==> src/rtl/hazard_if.sv <==
`default_nettype none
// ============================================================================
//  Module      : hazard_if
//  Description : ID-stage instruction in, stall and forwarding selects out,
//                between the datapath control and the hazard scoreboard.
//  Revision    : 1.0 - initial release
// ============================================================================
interface hazard_if;
    logic [31:0] id_instr;
    logic        stall;
    logic [1:0]  fwd_rs_d;
    logic [1:0]  fwd_rt_d;
    logic [1:0]  fwd_rs_e;
    logic [1:0]  fwd_rt_e;
    logic [1:0]  fwd_rt_m;

    // Datapath side: presents the ID instruction, consumes the controls
    modport master (
        output id_instr,
        input  stall, fwd_rs_d, fwd_rt_d, fwd_rs_e, fwd_rt_e, fwd_rt_m
    );

    // Scoreboard side
    modport slave (
        input  id_instr,
        output stall, fwd_rs_d, fwd_rt_d, fwd_rs_e, fwd_rt_e, fwd_rt_m
    );
endinterface
`default_nettype wire

==> src/rtl/hazard_scoreboard.sv <==
`default_nettype none
// ============================================================================
//  Module      : hazard_scoreboard
//  Description : Tuse/Tnew hazard unit for the 5-stage MIPS pipeline. Keeps a
//                shadow copy of producers in EX/MEM/WB and derives the ID
//                stall plus every forwarding-mux select.
//  Revision    : 1.0 - initial release
// ============================================================================
module hazard_scoreboard #(
    parameter int unsigned TNEW_ALU = 1,
    parameter int unsigned TNEW_DM  = 2
) (
    input  wire logic clk,
    input  wire logic reset_n,
    hazard_if.slave   hz
);
    // Result classes
    localparam logic [1:0] c_RES_NW    = 2'd0;
    localparam logic [1:0] c_RES_ALU   = 2'd1;
    localparam logic [1:0] c_RES_DM    = 2'd2;
    localparam logic [1:0] c_RES_PC    = 2'd3;
    localparam logic [1:0] c_TUSE_NONE = 2'd3;
    localparam logic [1:0] c_TNEW_ALU  = 2'(TNEW_ALU);
    localparam logic [1:0] c_TNEW_DM   = 2'(TNEW_DM);

    // Instruction fields of the ID-stage instruction
    logic [5:0] w_op;
    logic [5:0] w_funct;
    logic [4:0] w_rs;
    logic [4:0] w_rt;
    logic [4:0] w_rd;
    logic       w_unused;

    assign w_op     = hz.id_instr[31:26];
    assign w_rs     = hz.id_instr[25:21];
    assign w_rt     = hz.id_instr[20:16];
    assign w_rd     = hz.id_instr[15:11];
    assign w_funct  = hz.id_instr[5:0];
    assign w_unused = &{1'b0, hz.id_instr[10:6]};

    // Decoded producer/consumer attributes
    logic [1:0] w_dec_res;
    logic [4:0] w_dec_dest;
    logic [1:0] w_dec_tnew;
    logic [1:0] w_tuse_rs;
    logic [1:0] w_tuse_rt;

    // Shadow pipeline entries
    logic [4:0] r_ex_rs, r_ex_rt, r_ex_dest;
    logic [1:0] r_ex_res, r_ex_tnew;
    logic [4:0] r_mem_rt, r_mem_dest;
    logic [1:0] r_mem_res, r_mem_tnew;
    logic [4:0] r_wb_dest;
    logic [1:0] r_wb_res, r_wb_tnew;

    // Hazard results
    logic [2:0] w_id_rs;
    logic [2:0] w_id_rt;
    logic       w_stall;
    logic [1:0] w_fwd_rs_e;
    logic [1:0] w_fwd_rt_e;
    logic [1:0] w_fwd_rt_m;

    function automatic logic [1:0] f_dec(input logic [1:0] t);
        return (t == 2'd0) ? 2'd0 : t - 2'd1;
    endfunction

    function automatic logic f_match(input logic [4:0] r, input logic [4:0] dest,
                                     input logic [1:0] res);
        return (r != 5'd0) && (res != c_RES_NW) && (dest == r);
    endfunction

    // ID operand check: {stall, fwd}. Only the nearest match is considered,
    // a not-yet-ready nearest producer blocks any older stage.
    function automatic logic [2:0] f_id_check(input logic [4:0] r, input logic [1:0] tuse);
        if (f_match(r, r_ex_dest, r_ex_res))
            return {(tuse != c_TUSE_NONE) && (r_ex_tnew > tuse),
                    ((r_ex_tnew == 2'd0) && (r_ex_res == c_RES_PC)) ? 2'd3 : 2'd0};
        else if (f_match(r, r_mem_dest, r_mem_res))
            return {(tuse != c_TUSE_NONE) && (r_mem_tnew > tuse),
                    (r_mem_tnew == 2'd0) ? 2'd1 : 2'd0};
        else if (f_match(r, r_wb_dest, r_wb_res))
            return {(tuse != c_TUSE_NONE) && (r_wb_tnew > tuse),
                    (r_wb_tnew == 2'd0) ? 2'd2 : 2'd0};
        else
            return 3'd0;
    endfunction

    // EX operand forwarding from MEM or WB
    function automatic logic [1:0] f_ex_fwd(input logic [4:0] r);
        if (f_match(r, r_mem_dest, r_mem_res))
            return (r_mem_tnew == 2'd0) ? 2'd1 : 2'd0;
        else if (f_match(r, r_wb_dest, r_wb_res))
            return (r_wb_tnew == 2'd0) ? 2'd2 : 2'd0;
        else
            return 2'd0;
    endfunction

    // Decode the ID instruction into producer class/dest and operand Tuse
    always_comb begin
        w_dec_res  = c_RES_NW;
        w_dec_dest = 5'd0;
        w_tuse_rs  = c_TUSE_NONE;
        w_tuse_rt  = c_TUSE_NONE;
        case (w_op)
            6'd0: begin
                if ((w_funct == 6'd33) || (w_funct == 6'd35)) begin
                    w_dec_res  = c_RES_ALU;
                    w_dec_dest = w_rd;
                    w_tuse_rs  = 2'd1;
                    w_tuse_rt  = 2'd1;
                end else if (w_funct == 6'd8) begin
                    w_tuse_rs  = 2'd0;
                end
            end
            6'd12, 6'd13: begin
                w_dec_res  = c_RES_ALU;
                w_dec_dest = w_rt;
                w_tuse_rs  = 2'd1;
            end
            6'd15: begin
                w_dec_res  = c_RES_ALU;
                w_dec_dest = w_rt;
            end
            6'd35: begin
                w_dec_res  = c_RES_DM;
                w_dec_dest = w_rt;
                w_tuse_rs  = 2'd1;
            end
            6'd43: begin
                w_tuse_rs  = 2'd1;
                w_tuse_rt  = 2'd2;
            end
            6'd4: begin
                w_tuse_rs  = 2'd0;
                w_tuse_rt  = 2'd0;
            end
            6'd3: begin
                w_dec_res  = c_RES_PC;
                w_dec_dest = 5'd31;
            end
            6'd16: begin
                if (w_rs == 5'd0) begin
                    w_dec_res  = c_RES_DM;
                    w_dec_dest = w_rt;
                end else if (w_rs == 5'd4) begin
                    w_tuse_rt  = 2'd2;
                end
            end
            default: ;
        endcase
    end

    // Initial Tnew of the decoded producer as it enters EX
    always_comb begin
        w_dec_tnew = 2'd0;
        if (w_dec_res == c_RES_ALU)
            w_dec_tnew = c_TNEW_ALU;
        else if (w_dec_res == c_RES_DM)
            w_dec_tnew = c_TNEW_DM;
    end

    // Stall and forwarding selects from the current shadow pipeline
    always_comb begin
        w_id_rs    = f_id_check(w_rs, w_tuse_rs);
        w_id_rt    = f_id_check(w_rt, w_tuse_rt);
        w_stall    = w_id_rs[2] | w_id_rt[2];
        w_fwd_rs_e = f_ex_fwd(r_ex_rs);
        w_fwd_rt_e = f_ex_fwd(r_ex_rt);
        w_fwd_rt_m = (f_match(r_mem_rt, r_wb_dest, r_wb_res) && (r_wb_tnew == 2'd0))
                     ? 2'd2 : 2'd0;
    end

    assign hz.stall    = w_stall;
    assign hz.fwd_rs_d = w_id_rs[1:0];
    assign hz.fwd_rt_d = w_id_rt[1:0];
    assign hz.fwd_rs_e = w_fwd_rs_e;
    assign hz.fwd_rt_e = w_fwd_rt_e;
    assign hz.fwd_rt_m = w_fwd_rt_m;

    // Advance the shadow pipeline; a stall injects a bubble into EX
    always_ff @(posedge clk or negedge reset_n) begin
        if (!reset_n) begin
            r_ex_rs    <= 5'd0;
            r_ex_rt    <= 5'd0;
            r_ex_dest  <= 5'd0;
            r_ex_res   <= c_RES_NW;
            r_ex_tnew  <= 2'd0;
            r_mem_rt   <= 5'd0;
            r_mem_dest <= 5'd0;
            r_mem_res  <= c_RES_NW;
            r_mem_tnew <= 2'd0;
            r_wb_dest  <= 5'd0;
            r_wb_res   <= c_RES_NW;
            r_wb_tnew  <= 2'd0;
        end else begin
            r_wb_dest  <= r_mem_dest;
            r_wb_res   <= r_mem_res;
            r_wb_tnew  <= f_dec(r_mem_tnew);
            r_mem_rt   <= r_ex_rt;
            r_mem_dest <= r_ex_dest;
            r_mem_res  <= r_ex_res;
            r_mem_tnew <= f_dec(r_ex_tnew);
            if (w_stall) begin
                r_ex_rs   <= 5'd0;
                r_ex_rt   <= 5'd0;
                r_ex_dest <= 5'd0;
                r_ex_res  <= c_RES_NW;
                r_ex_tnew <= 2'd0;
            end else begin
                r_ex_rs   <= w_rs;
                r_ex_rt   <= w_rt;
                r_ex_dest <= w_dec_dest;
                r_ex_res  <= w_dec_res;
                r_ex_tnew <= w_dec_tnew;
            end
        end
    end
endmodule
`default_nettype wire

==> src/flat_wrapper.sv <==
// flat-port wrapper written by rule: the top's interface ports become plain ports
module hazard_scoreboard_flat 
#(
    parameter int unsigned TNEW_ALU = 1,
    parameter int unsigned TNEW_DM  = 2
)
  (clk, reset_n, hz_id_instr, hz_stall, hz_fwd_rs_d, hz_fwd_rt_d, hz_fwd_rs_e, hz_fwd_rt_e, hz_fwd_rt_m);
  hazard_if hz_i ();
  input  wire logic clk;
  input  wire logic reset_n;
  input wire logic [$bits(hz_i.id_instr)-1:0] hz_id_instr;
  output wire logic [$bits(hz_i.stall)-1:0] hz_stall;
  output wire logic [$bits(hz_i.fwd_rs_d)-1:0] hz_fwd_rs_d;
  output wire logic [$bits(hz_i.fwd_rt_d)-1:0] hz_fwd_rt_d;
  output wire logic [$bits(hz_i.fwd_rs_e)-1:0] hz_fwd_rs_e;
  output wire logic [$bits(hz_i.fwd_rt_e)-1:0] hz_fwd_rt_e;
  output wire logic [$bits(hz_i.fwd_rt_m)-1:0] hz_fwd_rt_m;
  assign hz_i.id_instr = hz_id_instr;
  assign hz_stall = hz_i.stall;
  assign hz_fwd_rs_d = hz_i.fwd_rs_d;
  assign hz_fwd_rt_d = hz_i.fwd_rt_d;
  assign hz_fwd_rs_e = hz_i.fwd_rs_e;
  assign hz_fwd_rt_e = hz_i.fwd_rt_e;
  assign hz_fwd_rt_m = hz_i.fwd_rt_m;
  hazard_scoreboard #(.TNEW_ALU(TNEW_ALU), .TNEW_DM(TNEW_DM)) u_core (.clk(clk), .reset_n(reset_n), .hz(hz_i));
endmodule
==> config.mk <==
export PLATFORM = sky130hd
export DESIGN_NAME = hazard_scoreboard_flat
export DESIGN_NICKNAME = d
export VERILOG_FILES = /design/src/rtl/hazard_if.sv /design/src/rtl/hazard_scoreboard.sv /design/src/flat_wrapper.sv
export SDC_FILE = /design/constraint.sdc
export NUM_CORES = 1
export LEC_CHECK = 0
export ABC_AREA = 0
export CAP_MARGIN = 20
export CELL_PAD_IN_SITES_DETAIL_PLACEMENT = 0
export CELL_PAD_IN_SITES_GLOBAL_PLACEMENT = 1
export CORE_MARGIN = 5
export CORE_UTILIZATION = 41
export CTS_CLUSTER_DIAMETER = 50
export DETAILED_ROUTE_END_ITERATION = 16
export PLACE_DENSITY = 0.89
export SYNTH_ARGS = -nofsm -noshare
export SYNTH_HDL_FRONTEND = slang
export SYNTH_SLANG_ARGS = --single-unit
==> constraint.sdc <==
create_clock -name clk -period 5.67 [get_ports clk]
set_input_delay 1.4175 -clock clk [delete_from_list [all_inputs] [get_ports clk]]
set_output_delay 1.4175 -clock clk [all_outputs]
set_load 0.01 [all_outputs]
==> impl_metrics.py, run 1 <==
metrics = {
    "outcome": {
        "status": "finished, final reports clean",
    },
    "power_and_ir_drop": {
        "irDropWorstVdd_uv": 99.95,
        "p_per_area_mw_per_mm2": 177.6,
        "p_leak_nw": 1.456,
    },
    "timing": {
        "slew_viol_final": 0,
        "clock-skew-final_ps": 4.829,
        "setup_violations": 0,
        "finalSetupTns_ps": 0,
        "grt_setup_unrepaired": "false",
        "max_slew_margin": 0.3989,
        "max_freq_mhz": 180.4,
        "post-route-period-util": 0.9777,
        "hold_viol": 0,
        "min_period_ps": 5544,
        "worst_slew_pin_slew_ps": 879.0,
    },
    "final_layout": {
        "num-fill-cells": 608,
        "multiInputGateArea_mm2": 0.001617,
        "area_growth_pct": 26.25,
        "finalNetCount": 401,
        "drive_gt1_frac": 0.1854,
        "final_area_mm2": 0.003532,
        "antenna_cells": 0,
        "final-seq-area_mm2": 0.001051,
    },
    "synthesis": {
        "synth_top_flop_cell": "dfrtp_1",
        "yosysWarningCount": 0,
        "syn_nets": 344,
        "synth_area_per_cell_um2": 9.388,
        "syn_inst": 298,
        "syn_area_mm2": 0.002798,
        "synth-edff-count": 0,
        "ys_seq_elements": 42,
        "synth.distinct_cells": 50,
        "ys_seq_area_frac": 0.3757,
        "synthArstFlopShare": 1.000,
    },
    "worst_hold_path": {
        "hold_start": "u_core.r_mem_res[1]",
        "hp-class": "register to register",
    },
    "clocking": {
        "root_buffer": "clkbuf_8",
        "clkSinkCount": 42,
        "cts_max_level": 2,
        "clk_pin_slew_ps": 70,
        "hold_buffers": 0,
        "postCtsSetupRepairBufs": 0,
        "clock_latency_ps": 290,
        "cts_buffers": 5,
        "cts_tree": "built",
        "clk_path_buf_depth": 2,
    },
    "routing": {
        "routed_wl_um": 6928,
        "vias_per_cell": 5.447,
        "drtAntennaViolNets": 0,
        "drt-initial-drc-count": 178,
        "wire_per_inst_um": 15.89,
        "vias": 2375,
        "drcViolationCount": 0,
        "dr.pass1.iters": 4,
    },
    "placement": {
        "dpl-instance-area_mm2": 0.003403,
        "post-dp-hpwl_um": 5387,
        "port_buffers": 38,
        "gp_congestion": 0.8575,
    },
    "grt": {
        "antenna_found_initial": 0,
        "grt_pass1_vias": 2394,
        "grt_max_degree": 43,
        "overflow": 0,
        "grt_first_pass_wirelength_um": 11440,
        "grt_usage": 0.1684,
    },
    "worst_setup_path": {
        "crit_start": "hz_id_instr[26]",
        "crit_path_cell_trace": "clkdlybuf4s50_1 > or4_4 > nor2_2 > a311oi_2 > ha_1 > nor2b_2 > o221ai_2 > nor4bb_2 > a311oi_2 > o22ai_4 > buf_6",
        "arrival_ps": 4130,
        "crit_fanout": 4,
        "start_kind": "input port",
        "cp.required_ps": 4250,
        "r2r_start": "u_core.r_mem_dest[4]",
        "critPathKind": "input port to output port",
        "slowest_stage": "or4_4",
        "worst_path_most_repeated_cell": "a311oi_2",
        "max_stage_delay_ps": 600,
        "cp-end-kind": "output port",
    },
    "floorplanning": {
        "die-area_mm2": 0.008576,
        "die_h_um": 92.61,
        "io_pins": 45,
        "die_w_um": 92.61,
        "core_area_mm2": 0.006719,
        "num_rows": 30,
        "initial_core_util": 0.4164,
    },
    "run": {
        "cap_violations": 0,
    },
}
==> cells by family (layout without fill, tap and decap cells) <==
family / Yosys count / after routing / synth area share
AO/OA/AOI/OAI: 37 / 37 / 0.1055
multiplexers: 1 / 1 / 0.003578
flip-flops: 42 / 42 / 0.3757
XOR/XNOR: 53 / 53 / 0.1659
AND/OR/NAND/NOR: 116 / 116 / 0.2348
buffers and inverters: 36 / 94 / 0.05948
other: 1 / 1 / 0.001340
adder cells (fa/ha/maj): 12 / 12 / 0.05367
==> path summary, 6_finish.rpt <==
path | cells after the start | to | slack [ps]
worst max register to register | 8 | u_core.r_ex_res[0] | 3290
worst min-delay path | 0 | u_core.r_wb_res[1] | 390
min in group asynchronous | 1 | u_core.r_ex_rt[3] | 1240
max in group asynchronous | 1 | u_core.r_ex_res[0] | 3860
worst min register to register | 0 | u_core.r_wb_res[1] | 390
worst max-delay path | 11 | hz_stall | 130
==> critical path: cells and delay by family <==
kind	cells	cell delay, ps
simple gates	4	1200
compound gates	4	600
fa+ha+maj	1	320
buf+inv	2	590
==> flip-flops by register name, summed over array words and instances (netlist names) <==
signal and cells:
u_core.r_ex_res 2, u_core.r_wb_dest 5, u_core.r_ex_rt 5, u_core.r_mem_dest 5, u_core.r_ex_tnew 2, u_core.r_mem_tnew 2, u_core.r_ex_dest 5, u_core.r_wb_res 2
u_core.r_mem_rt 5, u_core.r_wb_tnew 2, u_core.r_mem_res 2, u_core.r_ex_rs 5
==> what timing repair did <==
action,in CTS,in global routing
gates cloned,0,0
pin swaps,1,4
setup endpoints to repair,1,1
gates resized for setup,7,6
hold endpoints to repair,0,0
==> stage by stage <==
| stage | cells | hold WS (ps) | setup slack [ps] | utilization | power, mW |
|---|---|---|---|---|---|
| 2_1_floorplan | 298 | 367.2 | 450.0 | - | 0.3843 |
| 3_3_place_gp | 428 | 378.3 | -323.4 | 0.5065 | 0.4296 |
| 3_5_place_dp | 428 | 375.9 | -393.8 | 0.5065 | 0.4335 |
| 4_1_cts | 436 | 391.5 | 4.496 | 0.5240 | 0.6285 |
| 5_1_grt | 436 | 417.7 | 21.81 | 0.5257 | 0.6561 |
| 6_report | 436 | 394.3 | 126.3 | 0.5257 | 0.6274 |
==> cells in the final DEF (no fill, tap or decap), drive strengths merged, types with 2 or more instances in the layout <==
cell / netlist / routed
xor2: 13 / 13
nor2b: 11 / 11
and2: 2 / 2
nand2: 17 / 17
buf: 14 / 33
inv: 17 / 17
or2: 2 / 2
nor2: 30 / 30
nand4: 9 / 9
a21oi: 5 / 5
a211oi: 3 / 3
nand2b: 3 / 3
clkdlybuf4s50: 0 / 36
a311oi: 2 / 2
o41ai: 2 / 2
nor3: 12 / 12
dfrtp: 42 / 42
or3: 2 / 2
a221oi: 5 / 5
nor4: 9 / 9
o21ai: 12 / 12
or4: 6 / 6
clkbuf: 5 / 7
nor4b: 3 / 3
ha: 12 / 12
nand3: 6 / 6
xnor2: 40 / 40
==> final cells by class <==
type,count,share of cell area
inverter,17,0.01807
multi-input combinational,220,0.4577
timing repair buffer,69,0.1725
clock buffer,7,0.02444
sequential,42,0.2976
clock inverter,1,0.001417
tap,80,0.02834
==> Yosys cell counts, drive strengths merged (2+ instances only) <==
cell type / count / share of area
buf: 14 / 0.030
or3: 2 / 0.0045
nor3: 12 / 0.021
a311oi: 2 / 0.0085
nor4: 9 / 0.020
a221oi: 5 / 0.016
nor4b: 3 / 0.0094
nand2b: 3 / 0.0067
inv: 17 / 0.023
nand3: 6 / 0.011
ha: 12 / 0.054
or2: 2 / 0.0045
xor2: 13 / 0.041
nand4: 9 / 0.020
o21ai: 12 / 0.021
or4: 6 / 0.020
o41ai: 2 / 0.0063
nor2b: 11 / 0.025
nor2: 30 / 0.053
clkbuf: 5 / 0.0067
xnor2: 40 / 0.13
nand2: 17 / 0.023
and2: 2 / 0.0045
a21oi: 5 / 0.0089
dfrtp: 42 / 0.38
a211oi: 3 / 0.014
==> layer usage <==
| metal | share of wire | vias up | track usage |
|---|---|---|---|
| li1 | - | 1144 | - |
| met5 | 0 | - | 0 |
| met3 | 0.042 | 15 | 0.02762 |
| met1 | 0.43 | 1154 | 0.2044 |
| met4 | 0.023 | 0 | 0.06312 |
| met2 | 0.51 | 62 | 0.2979 |
==> where the power goes <==
part	switching (mW)	internal [mW]
registers	0.0138	0.309
clock network	0.0990	0.0982
logic	0.0497	0.0577
total	0.162	0.465
Power figures use the tool's default switching activity.
==> run 2: changes to the inputs <==
CAP_MARGIN = unset   (was 20)
==> results of run 2 <==
Final layout, timing and power as in run 1 (identical DEF).
==> run 3: changes to the inputs <==
CTS_CLUSTER_DIAMETER = 120   (was 50)
==> results of run 3 <==
Final layout, timing and power as in run 1 (identical DEF).
